$ cat config.mk
export PLATFORM = sky130hd
export DESIGN_NAME = uart_tx_framer
export DESIGN_NICKNAME = d
export VERILOG_FILES = /design/src/rtl/uart_tx_framer.sv
export SDC_FILE = /design/constraint.sdc
export NUM_CORES = 1
export LEC_CHECK = 0
export CORE_MARGIN = 5
export CORE_UTILIZATION = 35
export DETAILED_ROUTE_END_ITERATION = 12
export HOLD_SLACK_MARGIN = 0.02
export SYNTH_ARGS = -nofsm -noshare
export SYNTH_HDL_FRONTEND = slang
export SYNTH_SLANG_ARGS = --single-unit
$ cat constraint.sdc
create_clock -name clk -period 1.9 [get_ports clk]
set_clock_uncertainty 0.2 [all_clocks]
set_input_delay 0.19 -clock clk [delete_from_list [all_inputs] [get_ports clk]]
set_output_delay 0.19 -clock clk [all_outputs]
set_load 0.1 [all_outputs]
$ cat src/rtl/uart_tx_framer.sv
// UART transmit framer: start bit, LSB-first data, optional even/odd parity,
// one or two stop bits. Each bit is held CLKS_PER_BIT clocks; every output is registered.
//
// state    | meaning
// ---------+--------------------------------------------------------------
// S_IDLE   | line high, tx_ready=1, waiting for tx_valid
// S_START  | driving the start bit (0) for one bit time
// S_DATA   | driving data bit bit_q of the latched word, LSB first
// S_PARITY | driving the parity bit computed from the latched word
// S_STOP   | driving stop bit(s) (1); bit_q counts the second stop bit
module uart_tx_framer #(
   parameter int DATA_BITS    = 8,
   parameter int CLKS_PER_BIT = 16
) (
   input  logic                 clk,
   input  logic                 reset_n,
   input  logic [DATA_BITS-1:0] tx_data,
   input  logic                 tx_valid,
   input  logic [1:0]           parity_mode,
   input  logic                 stop2,
   output logic                 tx_ready,
   output logic                 tx_serial,
   output logic                 tx_busy,
   output logic                 tx_done
);

   localparam int BAUD_W = (CLKS_PER_BIT > 1) ? $clog2(CLKS_PER_BIT) : 1;
   localparam int BIT_W  = $clog2(DATA_BITS);
   localparam logic [BAUD_W-1:0] BAUD_LAST = BAUD_W'(CLKS_PER_BIT - 1);
   localparam logic [BIT_W-1:0]  LAST_BIT  = BIT_W'(DATA_BITS - 1);

   typedef enum logic [2:0] {
      S_IDLE   = 3'd0,
      S_START  = 3'd1,
      S_DATA   = 3'd2,
      S_PARITY = 3'd3,
      S_STOP   = 3'd4
   } state_t;

   state_t               state_q;
   logic [BAUD_W-1:0]    baud_q;
   logic [BIT_W-1:0]     bit_q;
   logic [DATA_BITS-1:0] data_q;
   logic [1:0]           pmode_q;
   logic                 stop2_q;
   logic                 serial_q;
   logic                 ready_q;
   logic                 busy_q;
   logic                 done_q;

   logic                 baud_tick;
   logic                 par_en;
   logic                 par_bit;
   logic [BIT_W-1:0]     bit_nxt;

   assign baud_tick = (baud_q == BAUD_LAST);
   assign par_en    = (pmode_q == 2'b01) || (pmode_q == 2'b10);
   // odd parity is the inverse of the plain XOR of the word
   assign par_bit   = (^data_q) ^ (pmode_q == 2'b10);
   assign bit_nxt   = bit_q + 1'b1;

   always_ff @(posedge clk or negedge reset_n) begin
      if (!reset_n) begin
         state_q  <= S_IDLE;
         baud_q   <= '0;
         bit_q    <= '0;
         data_q   <= '0;
         pmode_q  <= 2'b00;
         stop2_q  <= 1'b0;
         serial_q <= 1'b1;
         ready_q  <= 1'b1;
         busy_q   <= 1'b0;
         done_q   <= 1'b0;
      end else begin
         done_q <= 1'b0;
         case (state_q)
            S_IDLE: begin
               baud_q <= '0;
               bit_q  <= '0;
               if (tx_valid) begin
                  data_q   <= tx_data;
                  pmode_q  <= parity_mode;
                  stop2_q  <= stop2;
                  state_q  <= S_START;
                  serial_q <= 1'b0;
                  ready_q  <= 1'b0;
                  busy_q   <= 1'b1;
               end
            end
            S_START: begin
               if (baud_tick) begin
                  baud_q   <= '0;
                  state_q  <= S_DATA;
                  serial_q <= data_q[0];
               end else begin
                  baud_q <= baud_q + 1'b1;
               end
            end
            S_DATA: begin
               if (baud_tick) begin
                  baud_q <= '0;
                  if (bit_q == LAST_BIT) begin
                     bit_q <= '0;
                     if (par_en) begin
                        state_q  <= S_PARITY;
                        serial_q <= par_bit;
                     end else begin
                        state_q  <= S_STOP;
                        serial_q <= 1'b1;
                     end
                  end else begin
                     bit_q    <= bit_nxt;
                     serial_q <= data_q[bit_nxt];
                  end
               end else begin
                  baud_q <= baud_q + 1'b1;
               end
            end
            S_PARITY: begin
               if (baud_tick) begin
                  baud_q   <= '0;
                  state_q  <= S_STOP;
                  serial_q <= 1'b1;
               end else begin
                  baud_q <= baud_q + 1'b1;
               end
            end
            S_STOP: begin
               if (baud_tick) begin
                  baud_q <= '0;
                  if (stop2_q && (bit_q == '0)) begin
                     bit_q <= 1'b1;
                  end else begin
                     bit_q    <= '0;
                     state_q  <= S_IDLE;
                     serial_q <= 1'b1;
                     ready_q  <= 1'b1;
                     busy_q   <= 1'b0;
                     done_q   <= 1'b1;
                  end
               end else begin
                  baud_q <= baud_q + 1'b1;
               end
            end
            default: begin
               state_q  <= S_IDLE;
               baud_q   <= '0;
               bit_q    <= '0;
               serial_q <= 1'b1;
               ready_q  <= 1'b1;
               busy_q   <= 1'b0;
            end
         endcase
      end
   end

   assign tx_ready  = ready_q;
   assign tx_serial = serial_q;
   assign tx_busy   = busy_q;
   assign tx_done   = done_q;

endmodule

# ---- Yosys cells after proc, flatten, opt, wreduce, memory -nomap -nowiden
# Index checks and enable logic that the tools add are counted.
dict set report op_classes {
  addsub 2
  multipliers 0
  div_mod_pow 0
  magnitude_cmp 1
  n_eq_ne 15
  shift 0
  muxes 35
  bitwise 3
  n_reduce_logical 13
}
# cell count
set op_table {}
lappend op_table {{$mux 3} 11}
lappend op_table {{$mux 1} 16}
lappend op_table {{$pmux 3 s5} 1}
lappend op_table {{$ne 2x2->1 const B} 7}
lappend op_table {{$pmux 3 s3} 1}
lappend op_table {{$mux 4} 2}
lappend op_table {{$reduce_xor 8->1} 1}
lappend op_table {{$reduce_and 7->1} 1}
lappend op_table {{$eq 3x2->1 const B} 2}
lappend op_table {{$eq 3x3->1 const B} 2}
lappend op_table {{$logic_not 3->1} 2}
lappend op_table {{$pmux 1 s3} 2}
lappend op_table {{$reduce_and 6->1} 1}
lappend op_table {{$pmux 1 s5} 1}
lappend op_table {{$add 4x1->4 const B} 1}
lappend op_table {{$eq 4x4->1 const B} 1}
lappend op_table {{$lt 3x4->1 const B} 1}
lappend op_table {{$reduce_and 4->1} 1}
lappend op_table {{$reduce_or 4->1} 1}
lappend op_table {{$add 3x1->3 const B} 1}
lappend op_table {{$bmux 1 s3} 1}
lappend op_table {{$eq 3x1->1 const B} 1}
lappend op_table {{$reduce_and 3->1} 1}
lappend op_table {{$reduce_or 3->1} 1}
lappend op_table {{8 further kinds} 9}
dict set report totals {
  register_bits 25
  latchBits 0
  ram_bits 0
  romBits 0
  inputBits 14
  out_inout_bits 4
  wordCells 79
  n_memories 0
}

# ---- Logic depth before layout (Yosys ltp)
dict set report depth {
  depth_word 6
  depth_mapped 8
  ltp_nobuf 7
}

# ---- Worst setup path after synthesis
# No wires, ideal clock.
dict set report synth_path {
  kind {reg-to-reg}
  startpoint {register bit_q[0]}
  endpoint {register serial_q (netlist: tx_serial)}
  setup_time_ps 76
  arrival_time_ps 1694
  required_time_ps 1624
  path_slack_ps -71
  path_stages_with_launch 9
  path_buffers 1
  period_less_slack_ps 1971
  path_cell_list {dfrtp_1 buf_6 inv_1 ha_1 inv_1 mux4_2 a21oi_1 o21ai_1 a22oi_2}
}
dict set report synth_via {
  elab_chain_len 6
  elab_cells_between_ends 11
  classes_between {1 x add/sub; 2 x eq/ne; 5 x mux; 3 x reduce/logical}
}
# element line_no
set synth_rtl {}
lappend synth_rtl {{from (decl)} 42} ;# logic [BIT_W-1:0] bit_q;
lappend synth_rtl {{from (signal assigned)} 112} ;# bit_q <= bit_nxt;
lappend synth_rtl {{$add 3x1->3} 60} ;# assign bit_nxt = bit_q + 1'b1;
lappend synth_rtl {{$bmux 1 s3} 113} ;# serial_q <= data_q[bit_nxt];
lappend synth_rtl {{$mux 1 (implied by the code)} 113}
lappend synth_rtl {{$mux 1} 102} ;# if (bit_q == LAST_BIT) begin
lappend synth_rtl {{$mux 1} 100} ;# if (baud_tick) begin
lappend synth_rtl {{$pmux 1 s5} 76} ;# case (state_q)
lappend synth_rtl {{to (signal assigned)} 94} ;# serial_q <= data_q[0];
lappend synth_rtl {{to (signal assigned)} 106} ;# serial_q <= par_bit;
lappend synth_rtl {{to (signal assigned)} 113}
lappend synth_rtl {{to (decl)} 46} ;# logic serial_q;
# Parallel ways exist; a longest one is shown, timed or not. The select of a mux whose other input is x is not followed.
# A chain may end at the register's enable or synchronous reset.

# ---- Worst setup path after layout
# Ends and elaborated chain as after synthesis.

==> impl_metrics.toml <==
[power_and_ir_drop]
swShare = 0.360
powerDensity_nw_per_um2 = 1430
ir_worst_vdd_mv = 0.811
p_leak_nw = 0.733
p_comb_frac = 0.515
seqPwrFrac = 0.355
power_frac_clock = 0.130
p_int_mw = 1.58
p_sw_mw = 0.890

[timing]
setup_viol = 0
maxSlewHeadroom = 0.725
hold_ws_ns = 0.0735
fmax_ghz = 0.537
hold_viol = 0
finalCriticalPeriod_ns = 1.86
finalCritPeriodShare = 0.979
slew_viol_final = 0
worstMarginPinSlew_ns = 0.412
rsz0062_at_grt = "yes"

[drt]
drc = 0
wirelength_mm = 2.55
top_layer = "met4"
vias = 963
met3WireLength_um = 128
met2_length_mm = 1.30
post_drt_wl_per_cell_um = 12.8
firstDrtPassIters = 4
detail-route-antenna-nets = 0
drt_iter0_drc = 51
viasPerCell = 4.84
wl_met1_mm = 1.06

[synth]
synth_edf_count = 0
ys.flop_type = "dfrtp_1"
yosysWarnings = 0
async_flop_share = 1.00
ys_types = 34
synth_cells = 124
yosysTopAreaCellShare = 0.432
synth_common_cells = "dfrtp_1, mux2_2, a21oi_1, nand2_1"
syn-num-nets = 143
ys_seq_area_frac = 0.471
synth_most_common_cell = "dfrtp_1"
syn_area_per_cell_um2 = 10.8
synth_seq_cells = 25
syn-cell-area_um2 = 1330
yosys-top-cells-area = "dfrtp_1, mux2_2, ha_1"
synth_area_leader_cell = "dfrtp_1"

[floorplan]
core_area_um2 = 3690
die_h_um = 71.7
start_util = 0.362
die-area_um2 = 5150
rows = 22
die_w_um = 71.7
io-pin-count = 18

[setup_path]
critPathLaunchType = "flip-flop"
crit_path_end_kind = "flip-flop"
path_max_fanout = 3
path_class = "flip-flop to flip-flop"
critPathTopFamily = "multiplexers"
max_stage_delay_ns = 0.49
arrival_ns = 1.87
cpMaxStageDelayCell = "mux4_2"
critPathBufInv = 2
critPathRequiredTime_ns = 1.90
worstPathCellList = "inv_2 -> ha_4 -> inv_4 -> mux4_2 -> a21oi_2 -> o21ai_1 -> a22oi_2"
timing.rr.start = "bit_q[0]"
cp-startpoint = "bit_q[0]"

[placement]
io_buffers = 17
place_inst = 195
gp_congestion = 0.804
dp_hpwl_mm = 1.94

[cts]
cts_buffer_depth = 2
cts_tree = "built"
cts_buffers = 3
clk_pin_slew_ns = 0.09
clk_latency_ns = 0.27
cts_root_buf = "clkbuf_8"
htree_levels = 1
clkSinkCount = 25

[global_route]
grt_pass1_vias = 988
grt_max_degree = 26
grt.total_usage = 0.108
grt.overflow.total = 0
grt_pass1_wl_mm = 4.35
antenna_found_initial = 0

[layout]
stdcell_count = 199
areaGrowthSynthToFinish_pct = 29.1
fin_nets = 171
antenna_cells = 0
drive_gt1_frac = 0.285

[job]
maxCapViolCount = 0

[worst_hold_path]
hold_class = "input port to async pin"

[status]
status = "finished clean"
-- kinds of logic after synthesis --
| family | synth area share |
|---|---|
| buffers and inverters | 0.0469 |
| multiplexers | 0.140 |
| AND/OR/NAND/NOR | 0.117 |
| flip-flops | 0.471 |
| AO/OA/AOI/OAI | 0.109 |
| adder cells (fa/ha/maj) | 0.0469 |
| XOR/XNOR | 0.0694 |
-- routing by layer --
metal	vias up	GRT usage
li1	483	-
met1	457	0.122
met2	18	0.191
met3	5	0.0266
met4	0	0.0501
met5	-	0
-- through the flow --
| stage | worst slack (ns) | TNS (ns) | power (mW) | instance area [µm²] | util |
|---|---|---|---|---|---|
| detailed placement | 0.0147 | 0 | 2.14 | 1650 | 0.448 |
| CTS | 0.00771 | 0 | 2.48 | 1700 | 0.461 |
| floorplan | 0.0170 | 0 | 1.81 | 1350 | - |
| global route | -0.0416 | -0.0416 | 2.66 | 1720 | 0.467 |
| global placement | 0.0689 | 0 | 2.09 | 1650 | 0.448 |
| finish | 0.0391 | 0 | 2.47 | 1720 | 0.467 |
-- path summary, 6_finish.rpt --
path / end / slack [ns] / depth (start not counted)
min reg2reg: tx_ready / 0.29 / 2
max in group asynchronous: tx_serial / 1.14 / 2
max reg2reg: tx_serial / 0.04 / 7
max: tx_serial / 0.04 / 7
min: tx_busy / 0.07 / 2
min in group clk: pmode_q[0] / 0.27 / 3
-- timing repair --
| item | CTS | global route |
|---|---|---|
| hold buffers | 0 | 0 |
| endpoints found under the hold margin | 0 | 0 |
| gates cloned | 0 | 0 |
| setup endpoints to repair | 1 | 3 |
| buffers inserted | 0 | 0 |
| gates resized for setup | 1 | 5 |
| pin swaps | 0 | 2 |
-- layout by cell type (no fill, tap or decap), drive strengths merged, types with 2 or more instances in the layout --
cell / netlist / routed
dfrtp: 23 / 23
buf: 4 / 15
clkdlybuf4s50: 0 / 13
mux2: 11 / 11
nand2: 11 / 11
a21oi: 10 / 10
o21ai: 9 / 9
nor2: 8 / 8
inv: 8 / 8
xnor2: 6 / 6
ha: 5 / 5
mux2i: 4 / 4
nand3: 4 / 4
clkbuf: 1 / 4
xor2: 2 / 2
nand3b: 2 / 2
o22ai: 2 / 2
dfstp: 2 / 2
-- area by class of cell --
type | count | area, µm²
Fill cell | 364 | 1970
Inverter | 8 | 32.5
Tap cell | 48 | 60.1
Clock buffer | 4 | 45.0
Sequential cell | 25 | 628
Multi-Input combinational cell | 86 | 676
Timing Repair Buffer | 28 | 280
-- power groups by stage --
stage	sequential (mW)	combinational, mW	clock, mW
finish	0.877	1.27	0.321
global placement	0.878	1.22	0
CTS	0.879	1.26	0.346
detailed placement	0.890	1.25	0
floorplan	0.916	0.896	0
global route	0.903	1.40	0.352
-- state kept, by name (all words and copies together) (netlist names) --
register / flops
baud_q: 4
bit_q: 3
data_q: 8
pmode_q: 2
state_q: 3
stop2_q: 1
tx_busy: 1
tx_done: 1
tx_ready: 1
tx_serial: 1
Note: power is estimated with default switching activity, not from simulation.
